==> src/rtl/emergency_scheduler_if.sv <==
// Signal bundle between the emergency scheduler and its surroundings.
// master = the side that drives tick/emergencyLane, slave = the scheduler.
interface emergency_scheduler_if;
  logic       tick;
  logic [7:0] emergencyLane;
  logic [7:0] laneGreen;
  logic [7:0] laneYellow;
  logic [1:0] activeGroup;
  logic       busy;
  logic       loadCommand;
  logic [6:0] loadTime;

  modport master (
    output tick, emergencyLane,
    input  laneGreen, laneYellow, activeGroup, busy, loadCommand, loadTime
  );

  modport slave (
    input  tick, emergencyLane,
    output laneGreen, laneYellow, activeGroup, busy, loadCommand, loadTime
  );
endinterface

==> src/rtl/emergency_scheduler.sv <==
// Emergency-vehicle scheduler for 8 lanes grouped into 4 approach pairs.
// Latches rising-edge requests per group, arbitrates among pending groups,
// runs each grant through all-red / green / yellow, then pulses a reload
// command so the main light controller resumes with a fresh phase timer.
//
// Optional build macro: EMERGENCY_FIXED_PRIO_EN
//   defined   -> fixed priority, lowest-index pending group wins (no pointer)
//   undefined -> round-robin starting after the last granted group
//
// state    | meaning
// ---------+-----------------------------------------------------------
// S_IDLE   | lights belong to the main controller, waiting for a request
// S_ALLRED | all-red clearance before a grant (CLEAR_TIME ticks)
// S_GREEN  | granted pair green (GREEN_TIME ticks)
// S_YELLOW | granted pair yellow (YELLOW_TIME ticks)
// S_RESUME | single-cycle reload pulse to the main controller
module emergency_scheduler #(
  parameter int GREEN_TIME  = 20,
  parameter int YELLOW_TIME = 5,
  parameter int CLEAR_TIME  = 2,
  parameter int RESUME_TIME = 5
) (
  input logic                  clk,
  input logic                  reset,
  emergency_scheduler_if.slave bus
);

  typedef enum logic [2:0] {
    S_IDLE,
    S_ALLRED,
    S_GREEN,
    S_YELLOW,
    S_RESUME
  } state_t;

  // Timers are loaded with duration-1 so a state lasts exactly N ticks.
  localparam logic [6:0] CLEAR_LD  = 7'(CLEAR_TIME - 1);
  localparam logic [6:0] GREEN_LD  = 7'(GREEN_TIME - 1);
  localparam logic [6:0] YELLOW_LD = 7'(YELLOW_TIME - 1);
  localparam logic [6:0] RESUME_LD = 7'(RESUME_TIME);

  state_t     r_state;
  logic [6:0] r_timer;
  logic [3:0] r_pend;
  logic [3:0] r_prev_req;
  logic [1:0] r_active;
  logic [7:0] r_green;
  logic [7:0] r_yellow;
  logic       r_busy;
  logic       r_load_cmd;
  logic [6:0] r_load_time;
`ifndef EMERGENCY_FIXED_PRIO_EN
  logic [1:0] r_ptr;
  logic [1:0] w_ptr_nxt;
`endif

  state_t     w_state_nxt;
  logic [6:0] w_timer_nxt;
  logic [3:0] w_pend_nxt;
  logic [1:0] w_active_nxt;
  logic [3:0] w_req;
  logic [3:0] w_rise;
  logic [1:0] w_grant_grp;
  logic       w_done;
  logic [7:0] w_green_nxt;
  logic [7:0] w_yellow_nxt;
  logic       w_busy_nxt;
  logic       w_load_cmd_nxt;
  logic [6:0] w_load_time_nxt;

  function automatic logic [7:0] grp_mask(logic [1:0] g);
    grp_mask = 8'h03 << {g, 1'b0};
  endfunction

`ifdef EMERGENCY_FIXED_PRIO_EN
  function automatic logic [1:0] pick_grp(logic [3:0] pend);
    pick_grp = 2'd0;
    for (int k = 3; k >= 0; k--) begin
      if (pend[k]) pick_grp = 2'(k);
    end
  endfunction

  assign w_grant_grp = pick_grp(r_pend);
`else
  // Scan ptr+4 down to ptr+1 so the closest group after ptr is the last hit.
  function automatic logic [1:0] pick_grp(logic [3:0] pend, logic [1:0] ptr);
    logic [1:0] idx;
    pick_grp = ptr;
    for (int k = 4; k >= 1; k--) begin
      idx = ptr + 2'(k);
      if (pend[idx]) pick_grp = idx;
    end
  endfunction

  assign w_grant_grp = pick_grp(r_pend, r_ptr);
`endif

  assign w_req  = {bus.emergencyLane[7] | bus.emergencyLane[6],
                   bus.emergencyLane[5] | bus.emergencyLane[4],
                   bus.emergencyLane[3] | bus.emergencyLane[2],
                   bus.emergencyLane[1] | bus.emergencyLane[0]};
  assign w_rise = w_req & ~r_prev_req;
  assign w_done = (r_timer == 7'd0) && bus.tick;

  // Next-state, timer, pending-set and grant decisions.
  always_comb begin
    w_state_nxt  = r_state;
    w_timer_nxt  = r_timer;
    w_pend_nxt   = r_pend | w_rise;
    w_active_nxt = r_active;
`ifndef EMERGENCY_FIXED_PRIO_EN
    w_ptr_nxt    = r_ptr;
`endif
    case (r_state)
      S_IDLE: begin
        w_timer_nxt = 7'd0;
        if (r_pend != 4'd0) begin
          w_state_nxt = S_ALLRED;
          w_timer_nxt = CLEAR_LD;
        end
      end
      S_ALLRED: begin
        if (w_done) begin
          w_state_nxt  = S_GREEN;
          w_timer_nxt  = GREEN_LD;
          w_active_nxt = w_grant_grp;
          // Clearing after the set lets a same-cycle re-request be dropped.
          w_pend_nxt   = w_pend_nxt & ~(4'b0001 << w_grant_grp);
`ifndef EMERGENCY_FIXED_PRIO_EN
          w_ptr_nxt    = w_grant_grp;
`endif
        end else if (bus.tick) begin
          w_timer_nxt = r_timer - 7'd1;
        end
      end
      S_GREEN: begin
        if (w_done) begin
          w_state_nxt = S_YELLOW;
          w_timer_nxt = YELLOW_LD;
        end else if (bus.tick) begin
          w_timer_nxt = r_timer - 7'd1;
        end
      end
      S_YELLOW: begin
        if (w_done) begin
          if (r_pend != 4'd0) begin
            w_state_nxt = S_ALLRED;
            w_timer_nxt = CLEAR_LD;
          end else begin
            w_state_nxt = S_RESUME;
            w_timer_nxt = 7'd0;
          end
        end else if (bus.tick) begin
          w_timer_nxt = r_timer - 7'd1;
        end
      end
      S_RESUME: begin
        w_state_nxt = S_IDLE;
        w_timer_nxt = 7'd0;
      end
      default: begin
        w_state_nxt = S_IDLE;
        w_timer_nxt = 7'd0;
      end
    endcase
  end

  // Output values for the state being entered, so outputs switch on the transition edge.
  always_comb begin
    w_green_nxt     = 8'd0;
    w_yellow_nxt    = 8'd0;
    w_busy_nxt      = (w_state_nxt != S_IDLE);
    w_load_cmd_nxt  = 1'b0;
    w_load_time_nxt = 7'd0;
    case (w_state_nxt)
      S_GREEN:  w_green_nxt  = grp_mask(w_active_nxt);
      S_YELLOW: w_yellow_nxt = grp_mask(w_active_nxt);
      S_RESUME: begin
        w_load_cmd_nxt  = 1'b1;
        w_load_time_nxt = RESUME_LD;
      end
      default: ;
    endcase
  end

  // State, bookkeeping and registered outputs; synchronous reset.
  always_ff @(posedge clk) begin
    if (reset) begin
      r_state     <= S_IDLE;
      r_timer     <= 7'd0;
      r_pend      <= 4'd0;
      r_prev_req  <= 4'd0;
      r_active    <= 2'd0;
      r_green     <= 8'd0;
      r_yellow    <= 8'd0;
      r_busy      <= 1'b0;
      r_load_cmd  <= 1'b0;
      r_load_time <= 7'd0;
`ifndef EMERGENCY_FIXED_PRIO_EN
      r_ptr       <= 2'd3;
`endif
    end else begin
      r_state     <= w_state_nxt;
      r_timer     <= w_timer_nxt;
      r_pend      <= w_pend_nxt;
      r_prev_req  <= w_req;
      r_active    <= w_active_nxt;
      r_green     <= w_green_nxt;
      r_yellow    <= w_yellow_nxt;
      r_busy      <= w_busy_nxt;
      r_load_cmd  <= w_load_cmd_nxt;
      r_load_time <= w_load_time_nxt;
`ifndef EMERGENCY_FIXED_PRIO_EN
      r_ptr       <= w_ptr_nxt;
`endif
    end
  end

  assign bus.laneGreen   = r_green;
  assign bus.laneYellow  = r_yellow;
  assign bus.activeGroup = r_active;
  assign bus.busy        = r_busy;
  assign bus.loadCommand = r_load_cmd;
  assign bus.loadTime    = r_load_time;

endmodule

==> src/flat_wrapper.sv <==
// flat-port wrapper written by rule: the top's interface ports become plain ports
module emergency_scheduler_flat 
#(
  parameter int GREEN_TIME  = 20,
  parameter int YELLOW_TIME = 5,
  parameter int CLEAR_TIME  = 2,
  parameter int RESUME_TIME = 5
)
  (clk, reset, bus_tick, bus_emergencyLane, bus_laneGreen, bus_laneYellow, bus_activeGroup, bus_busy, bus_loadCommand, bus_loadTime);
  emergency_scheduler_if bus_i ();
  input logic clk;
  input logic reset;
  input wire logic [$bits(bus_i.tick)-1:0] bus_tick;
  input wire logic [$bits(bus_i.emergencyLane)-1:0] bus_emergencyLane;
  output wire logic [$bits(bus_i.laneGreen)-1:0] bus_laneGreen;
  output wire logic [$bits(bus_i.laneYellow)-1:0] bus_laneYellow;
  output wire logic [$bits(bus_i.activeGroup)-1:0] bus_activeGroup;
  output wire logic [$bits(bus_i.busy)-1:0] bus_busy;
  output wire logic [$bits(bus_i.loadCommand)-1:0] bus_loadCommand;
  output wire logic [$bits(bus_i.loadTime)-1:0] bus_loadTime;
  assign bus_i.tick = bus_tick;
  assign bus_i.emergencyLane = bus_emergencyLane;
  assign bus_laneGreen = bus_i.laneGreen;
  assign bus_laneYellow = bus_i.laneYellow;
  assign bus_activeGroup = bus_i.activeGroup;
  assign bus_busy = bus_i.busy;
  assign bus_loadCommand = bus_i.loadCommand;
  assign bus_loadTime = bus_i.loadTime;
  emergency_scheduler #(.GREEN_TIME(GREEN_TIME), .YELLOW_TIME(YELLOW_TIME), .CLEAR_TIME(CLEAR_TIME), .RESUME_TIME(RESUME_TIME)) u_core (.clk(clk), .reset(reset), .bus(bus_i));
endmodule
==> config.mk <==
export PLATFORM = sky130hd
export DESIGN_NAME = emergency_scheduler_flat
export DESIGN_NICKNAME = d
export VERILOG_FILES = /design/src/rtl/emergency_scheduler_if.sv /design/src/rtl/emergency_scheduler.sv /design/src/flat_wrapper.sv
export SDC_FILE = /design/constraint.sdc
export NUM_CORES = 1
export LEC_CHECK = 0
export ABC_AREA = 1
export CORE_ASPECT_RATIO = 0.6
export CORE_MARGIN = 2
export CORE_UTILIZATION = 45
export DETAILED_ROUTE_END_ITERATION = 12
export PLACE_DENSITY = 0.74
export SETUP_SLACK_MARGIN = 0.05
export SYNTH_ARGS = -nofsm -noshare
export SYNTH_HDL_FRONTEND = slang
export SYNTH_SLANG_ARGS = --single-unit
==> constraint.sdc <==
create_clock -name clk -period 2.4 [get_ports clk]
set_clock_uncertainty 0.2 [all_clocks]
set_input_delay 0.24 -clock clk [delete_from_list [all_inputs] [get_ports clk]]
set_output_delay 0.24 -clock clk [all_outputs]
set_load 0.03 [all_outputs]
==> results.json, run 1 <==
{
  "outcome": "finished clean",
  "place_area_um2": 1850,
  "avgRoutedWirePerCell_um": 10.4,
  "drive_gt1_frac": 0.111,
  "io_buffers": 32,
  "rows": 16,
  "cts_tree": "yes",
  "power_mw": 1.73,
  "pin_count": 38,
  "crit_top_cell": "nor2_4",
  "synth_compound_area_frac": 0.134,
  "worstPathRequired_ns": 2.43,
  "avgSynthCellArea_um2": 7.32,
  "area_growth_pct": 24.0,
  "synth-xor-area-share": 0.00554,
  "max_stage_delay_ns": 0.29,
  "cts.sinks": 32,
  "worst_setup_path_end_kind": "register",
  "nFillCells": 325,
  "hpwl_um": 2370,
  "crit_buf_inv": 2,
  "synth.distinct_cells": 30,
  "p_leak_nw": 0.861,
  "rsz0062_at_grt": "false",
  "firstDrtPassIters": 4,
  "gp_congestion": 0.845,
  "ctsResizeCount": 0,
  "drt_first_iter_violations": 72,
  "synth_top_family_by_area": "simple AND/OR/NAND/NOR gates",
  "layout_min_cycle_time_ns": 2.02,
  "synth_fa_ha_area_frac": 0.00791,
  "path_clk_slew_ns": 0.06,
  "dieArea_um2": 4020,
  "diodes": 0,
  "drc": 0,
  "irDropWorstVdd_mv": 0.336,
  "grt_pass1_vias": 1134,
  "power_density_nw_per_um2": 881,
  "start_kind": "register",
  "grtUsageTotal": 0.163,
  "cts-root-buf": "clkbuf_8",
  "initial_core_util": 0.479,
  "max_freq_mhz": 495,
  "core-area_um2": 3300,
  "slowest_stage": "dfxtp_1",
  "finalMaxSlewViolations": 0,
  "setup_violations": 0,
  "hold_start": "u_core.r_timer[6]$_SDFF_PP0_",
  "cp_max_fo": 11,
  "whs_ns": 0.248,
  "die_y_um": 49.9,
  "min_path_type": "reg2reg",
  "setup.worst_path.start": "u_core.r_timer[0]$_SDFF_PP0_",
  "multi_input_area_um2": 716,
  "antenna_found_initial": 0,
  "antenna_left": 0,
  "synth_cells": 216,
  "yosys.area_share.simple": 0.293,
  "grt.overflow.total": 0,
  "crit_family": "simple AND/OR/NAND/NOR gates",
  "insertion_delay_ns": 0.29,
  "die_w_um": 80.5,
  "drt_wl_total_um": 3010,
  "ctsHtreeMaxLevel": 2,
  "regArea_um2": 641,
  "synth_mux_area_frac": 0,
  "grt_max_degree": 12,
  "crit_type": "reg2reg",
  "post_cts_buffers": 0,
  "finalHoldViolations": 0,
  "post-route-period-util": 0.841,
  "tns_ns": 0,
  "crit_chain": "inv_1 > ha_1 > nand3_2 > nor2_4 > nand3b_4 > nor2_4 > inv_2 > a21oi_4 > o21ai_2 > nor2_1",
  "ys_seq_elements": 32,
  "design_area_um2": 1960,
  "worst_r2r_startpoint": "u_core.r_timer[0]$_SDFF_PP0_",
  "clockBufferDepth": 2,
  "nets": 255,
  "seq_area_frac_synth": 0.405,
  "vias_per_cell": 4.74,
  "yosysWarnings": 0,
  "numCtsBuffers": 5,
  "holdBufCountCts": 0,
  "arrival_ns": 2.05,
  "maxCapViolations": 0,
  "syn_area_um2": 1580,
  "grt_pass1_wl_um": 4850,
  "route.vias.total": 1371
}
synthesized netlist by cell type, drive strengths merged:
cell type,number,share of area
a221oi,1,0.0055
inv,28,0.066
o22ai,2,0.0079
nor3,2,0.0095
conb,1,0.0024
nand2,48,0.12
buf,17,0.083
xor2,1,0.0055
nand4,2,0.0079
dfxtp,32,0.41
o21ai,15,0.055
a21oi,15,0.062
nor2,34,0.095
o211ai,1,0.0047
nand3b,1,0.013
nand3,10,0.035
or2,2,0.0095
ha,1,0.0079
nor4,2,0.0079
clkbuf,1,0.0024
placed cells by master, fill, tap and decap left out:
cell and n:
nand2_1 47, clkdlybuf4s50_1 32, dfxtp_1 32, nor2_1 31
inv_1 24, a21oi_1 13, o21ai_0 11, nand3_1 9
conb_1 5, clkbuf_8 5, inv_2 4, nor2_4 3
o21ai_2 3, nand4_1 2, nor4_1 2, a21oi_4 2
o22ai_1 2, buf_4 2, nand3_2 1, or2_4 1
nand3b_4 1, nor3_2 1, or2_2 1, nand2_2 1
o21ai_1 1, o211ai_1 1, xor2_1 1, nor3_1 1
a221oi_1 1, ha_1 1, clkinv_2 1, bufinv_16 1
clkbuf_1 1
layer usage:
metal	vias to the layer above	GRT usage	wire, um
met4	0	0.0424	31
met2	49	0.221	1120
met1	602	0.225	1550
met5	-	0	0
li1	715	-	-
met3	5	0.0824	299
logic make-up (layout without fill, tap and decap cells):
logic type / count (synthesis) / count (layout)
AOI/OAI and AO/OA: 34 / 34
buffers and inverters: 46 / 70
and+or+nand+nor: 101 / 101
adders and majority gates: 1 / 1
other: 1 / 5
DFF: 32 / 32
xor gates and xnor gates: 1 / 1
report_power, final:
part           total [mW]  switching, mW  internal (mW)
Clock               0.501          0.194          0.308
Combinational       0.595          0.387          0.209
Sequential          0.631         0.0394          0.591
area by class of cell:
class / count / share of cell area
Multi-Input combinational cell: 142 / 0.365
Sequential cell: 32 / 0.327
Clock inverter: 2 / 0.0179
Tap cell: 45 / 0.0287
Clock buffer: 6 / 0.0370
Inverter: 28 / 0.0536
Timing Repair Buffer: 34 / 0.171
flip-flops by register name, summed over array words and instances (netlist names):
| register | count |
|---|---|
| u_core.r_pend | 4 |
| u_core.bus.busy | 1 |
| u_core.bus.laneYellow | 4 |
| u_core.r_prev_req | 4 |
| u_core.r_state | 3 |
| u_core.bus.activeGroup | 2 |
| u_core.r_ptr | 2 |
| u_core.bus.laneGreen | 4 |
| u_core.r_timer | 7 |
| u_core.bus.loadTime | 1 |
stage by stage:
stage / cells / worst slack, ns / utilization
6_report: 289 / 0.381 / 0.594
5_1_grt: 289 / 0.182 / 0.594
4_1_cts: 289 / 0.382 / 0.594
3_5_place_dp: 281 / 0.241 / 0.561
3_3_place_gp: 281 / 0.316 / 0.561
2_1_floorplan: 220 / 0.629 / -
worst paths after layout:
path                                               to  depth (start not counted)  slack, ns
setup / recovery  u_core.bus.laneYellow[3]$_SDFF_PP0_                         10       0.38
hold / removal           u_core.r_timer[6]$_SDFF_PP0_                          2       0.25
setup reg to reg  u_core.bus.laneYellow[3]$_SDFF_PP0_                         10       0.38
hold reg to reg          u_core.r_timer[6]$_SDFF_PP0_                          2       0.25
tightest hold or removal path, cell delays in order (launching register included):
cell and delay [ns]:
dfxtp_1 0.31, nand2_1 0.06, a21oi_1 0.04
Power figures use the tool's default switching activity.
==> run 2, diff against run 1 <==
Settings changed: CORE_UTILIZATION 45 to 44, PLACE_DENSITY 0.74 to 0.75.
Clock period 2.4 ns to 1.75 ns, I/O delays scaled along.
==> run 2 against run 1 <==
Net effect:
- the flow now finishes with violations (setup timing)
- critical path depth unchanged
- combinational power up 110%
- worst hold slack worse by 0.0012 ns
- via count increased by 12%
- worst setup slack got worse by 0.45 ns
- largest cell class unchanged
==> results.json, run 2 (synthesized netlist as in run 1, its figures left out) <==
{
  "p_sw_mw": 1.03,
  "crit_chain": "inv_2 > ha_4 > nand3_4 > nor2_4 > nand3b_4 > nor2_4 > inv_2 > a21oi_4 > o21ai_2 > nor2_1",
  "dp.cells": 305,
  "grt_pass1_vias": 1349,
  "dieArea_um2": 4110,
  "seq_power_share": 0.321,
  "p_leak_nw": 1.21,
  "r2r_slack_ns": -0.07,
  "grt_max_degree": 11,
  "cts.sinks": 32,
  "post-route-period-util": 1.04,
  "max_freq_mhz": 548,
  "initial_core_util": 0.473,
  "top_register": "u_core.r_timer",
  "cts_tree": "yes",
  "cts-root-buf": "clkbuf_8",
  "post-place-ws_ns": -0.247,
  "setup_ws_ns": -0.0742,
  "setup_violations": 12,
  "drt_wl_total_um": 3820,
  "firstDrtPassIters": 4,
  "pwr-share-comb": 0.464,
  "rsz0062_at_grt": "true",
  "antenna_found_initial": 0,
  "outcome": "finished, violations left",
  "final_cell_mix": "nand2_1, buf_4, dfxtp_1",
  "place_area_um2": 2050,
  "antenna_left": 0,
  "reg2reg_depth": 10,
  "worst_setup_path_end_kind": "register",
  "grt.overflow.total": 0,
  "die_w_um": 81.4,
  "nFillCells": 257,
  "area_growth_pct": 48.0,
  "nets": 287,
  "swShare": 0.382,
  "min_path_type": "in2reg",
  "finalHoldViolations": 0,
  "gp_congestion": 0.844,
  "cp_max_fo": 5,
  "layout_commonest_cell": "nand2_1",
  "diodes": 0,
  "max_stage_delay_ns": 0.31,
  "ctsHtreeMaxLevel": 2,
  "drive_gt1_frac": 0.319,
  "crit_type": "reg2reg",
  "regToRegEndpoint": "u_core.bus.laneYellow[1]$_SDFF_PP0_",
  "largest_register_ffs": 7,
  "drt_first_iter_violations": 98,
  "core-area_um2": 3340,
  "maxCapViolations": 0,
  "insertion_delay_ns": 0.28,
  "hpwl_um": 2670,
  "crit_buf_inv": 2,
  "io_buffers": 32,
  "avgRoutedWirePerCell_um": 11.9,
  "numCtsBuffers": 5,
  "arrival_ns": 1.84,
  "finalMaxSlewViolations": 0,
  "design_area_um2": 2340,
  "pin_count": 38,
  "vias_per_cell": 4.77,
  "violations": "setup timing",
  "worstPathRequired_ns": 1.77,
  "internal_power_mw": 1.66,
  "path_depth": 10,
  "route.vias.total": 1531,
  "irDropWorstVdd_mv": 0.647,
  "grtUsageTotal": 0.199,
  "die_y_um": 50.4,
  "setup.worst_path.start": "u_core.r_timer[1]$_SDFF_PP0_",
  "worst_r2r_startpoint": "u_core.r_timer[1]$_SDFF_PP0_",
  "critPathCapture": "u_core.bus.laneYellow[1]$_SDFF_PP0_",
  "crit_family": "simple AND/OR/NAND/NOR gates",
  "start_kind": "register",
  "clockPowerShare": 0.215,
  "slowest_stage": "dfxtp_1",
  "layout.cells.non_filler": 321,
  "power_density_nw_per_um2": 1150,
  "path_clk_slew_ns": 0.07,
  "layout_min_cycle_time_ns": 1.82,
  "clockBufferDepth": 2,
  "drc": 0,
  "grt_pass1_wl_um": 6030,
  "rows": 16
}
[run 2: cell count changes in the layout (fill, tap and decap cells not counted), sizes merged]
cell	previous run	this run
clkinv	1	2
dlymetal6s2s	0	10
clkdlybuf4s50	32	22
bufinv	1	0
buf	2	34
[run 2: stage by stage]
stage	hold slack, ns	utilization	power [mW]	setup TNS, ns
final	0.247	0.700	2.69	-0.611
after global routing	0.267	0.700	2.85	-2.44
after CTS	0.243	0.663	2.55	-0.410
after detailed placement	0.240	0.614	1.90	-3.92
after global placement	0.242	0.614	1.88	-3.13
after floorplan	0.0664	-	1.55	0
[run 2: worst min-delay path by stage]
stage | from | end | slack, ns | cells after the start
6_report | bus_emergencyLane[4] | u_core.r_prev_req[2]$_SDFF_PP0_ | 0.25 | 3
5_1_grt | bus_emergencyLane[1] | u_core.r_prev_req[0]$_SDFF_PP0_ | 0.27 | 3
3_3_place_gp | u_core.r_timer[6]$_SDFF_PP0_ | u_core.r_timer[6]$_SDFF_PP0_ | 0.24 | 2
3_5_place_dp | u_core.r_timer[6]$_SDFF_PP0_ | u_core.r_timer[6]$_SDFF_PP0_ | 0.24 | 2
4_1_cts | bus_emergencyLane[4] | u_core.r_prev_req[2]$_SDFF_PP0_ | 0.24 | 3
2_1_floorplan | reset | u_core.bus.loadTime[0]$_SDFF_PP0_ | 0.07 | 1
[run 2: final cells by class]
type | count | area [um2] | area share
sequential | 32 | 644 | 0.275
timing repair buffer | 66 | 604 | 0.258
clock buffer | 6 | 82.6 | 0.0353
clock inverter | 2 | 10.0 | 0.00428
tap | 45 | 56.3 | 0.0241
inverter | 28 | 108 | 0.0460
multi-input combinational | 142 | 836 | 0.357
[run 2: repair_timing]
item / in CTS / in global routing
gates cloned: 0 / 0
setup buffers: 5 / 3
resized for setup: 9 / 36
hold buffers: 0 / 0
setup endpoints to repair: 17 / 37
pin swaps: 9 / 12
[run 2: power by group through the flow]
| stage | logic [mW] | registers, mW | clock network, mW |
|---|---|---|---|
| 4_1_cts | 1.11 | 0.860 | 0.584 |
| 3_5_place_dp | 1.02 | 0.874 | 0 |
| 2_1_floorplan | 0.642 | 0.909 | 0 |
| 3_3_place_gp | 1.01 | 0.871 | 0 |
| 5_1_grt | 1.36 | 0.871 | 0.622 |
| 6_report | 1.25 | 0.863 | 0.577 |
[run 2: worst reg2reg max path: stages (launching register included)]
cell	delay, ns
dfxtp_1	0.31
inv_2	0.07
ha_4	0.15
nand3_4	0.08
nor2_4	0.12
nand3b_4	0.13
nor2_4	0.19
inv_2	0.09
a21oi_4	0.20
o21ai_2	0.12
nor2_1	0.11
[run 2: metal layers]
layer | track usage | vias to the layer above | wire length [um]
met5 | 0 | - | 0
met4 | 0.0734 | 0 | 42
met3 | 0.0755 | 4 | 312
met2 | 0.284 | 67 | 1630
met1 | 0.270 | 673 | 1840
li1 | - | 787 | -
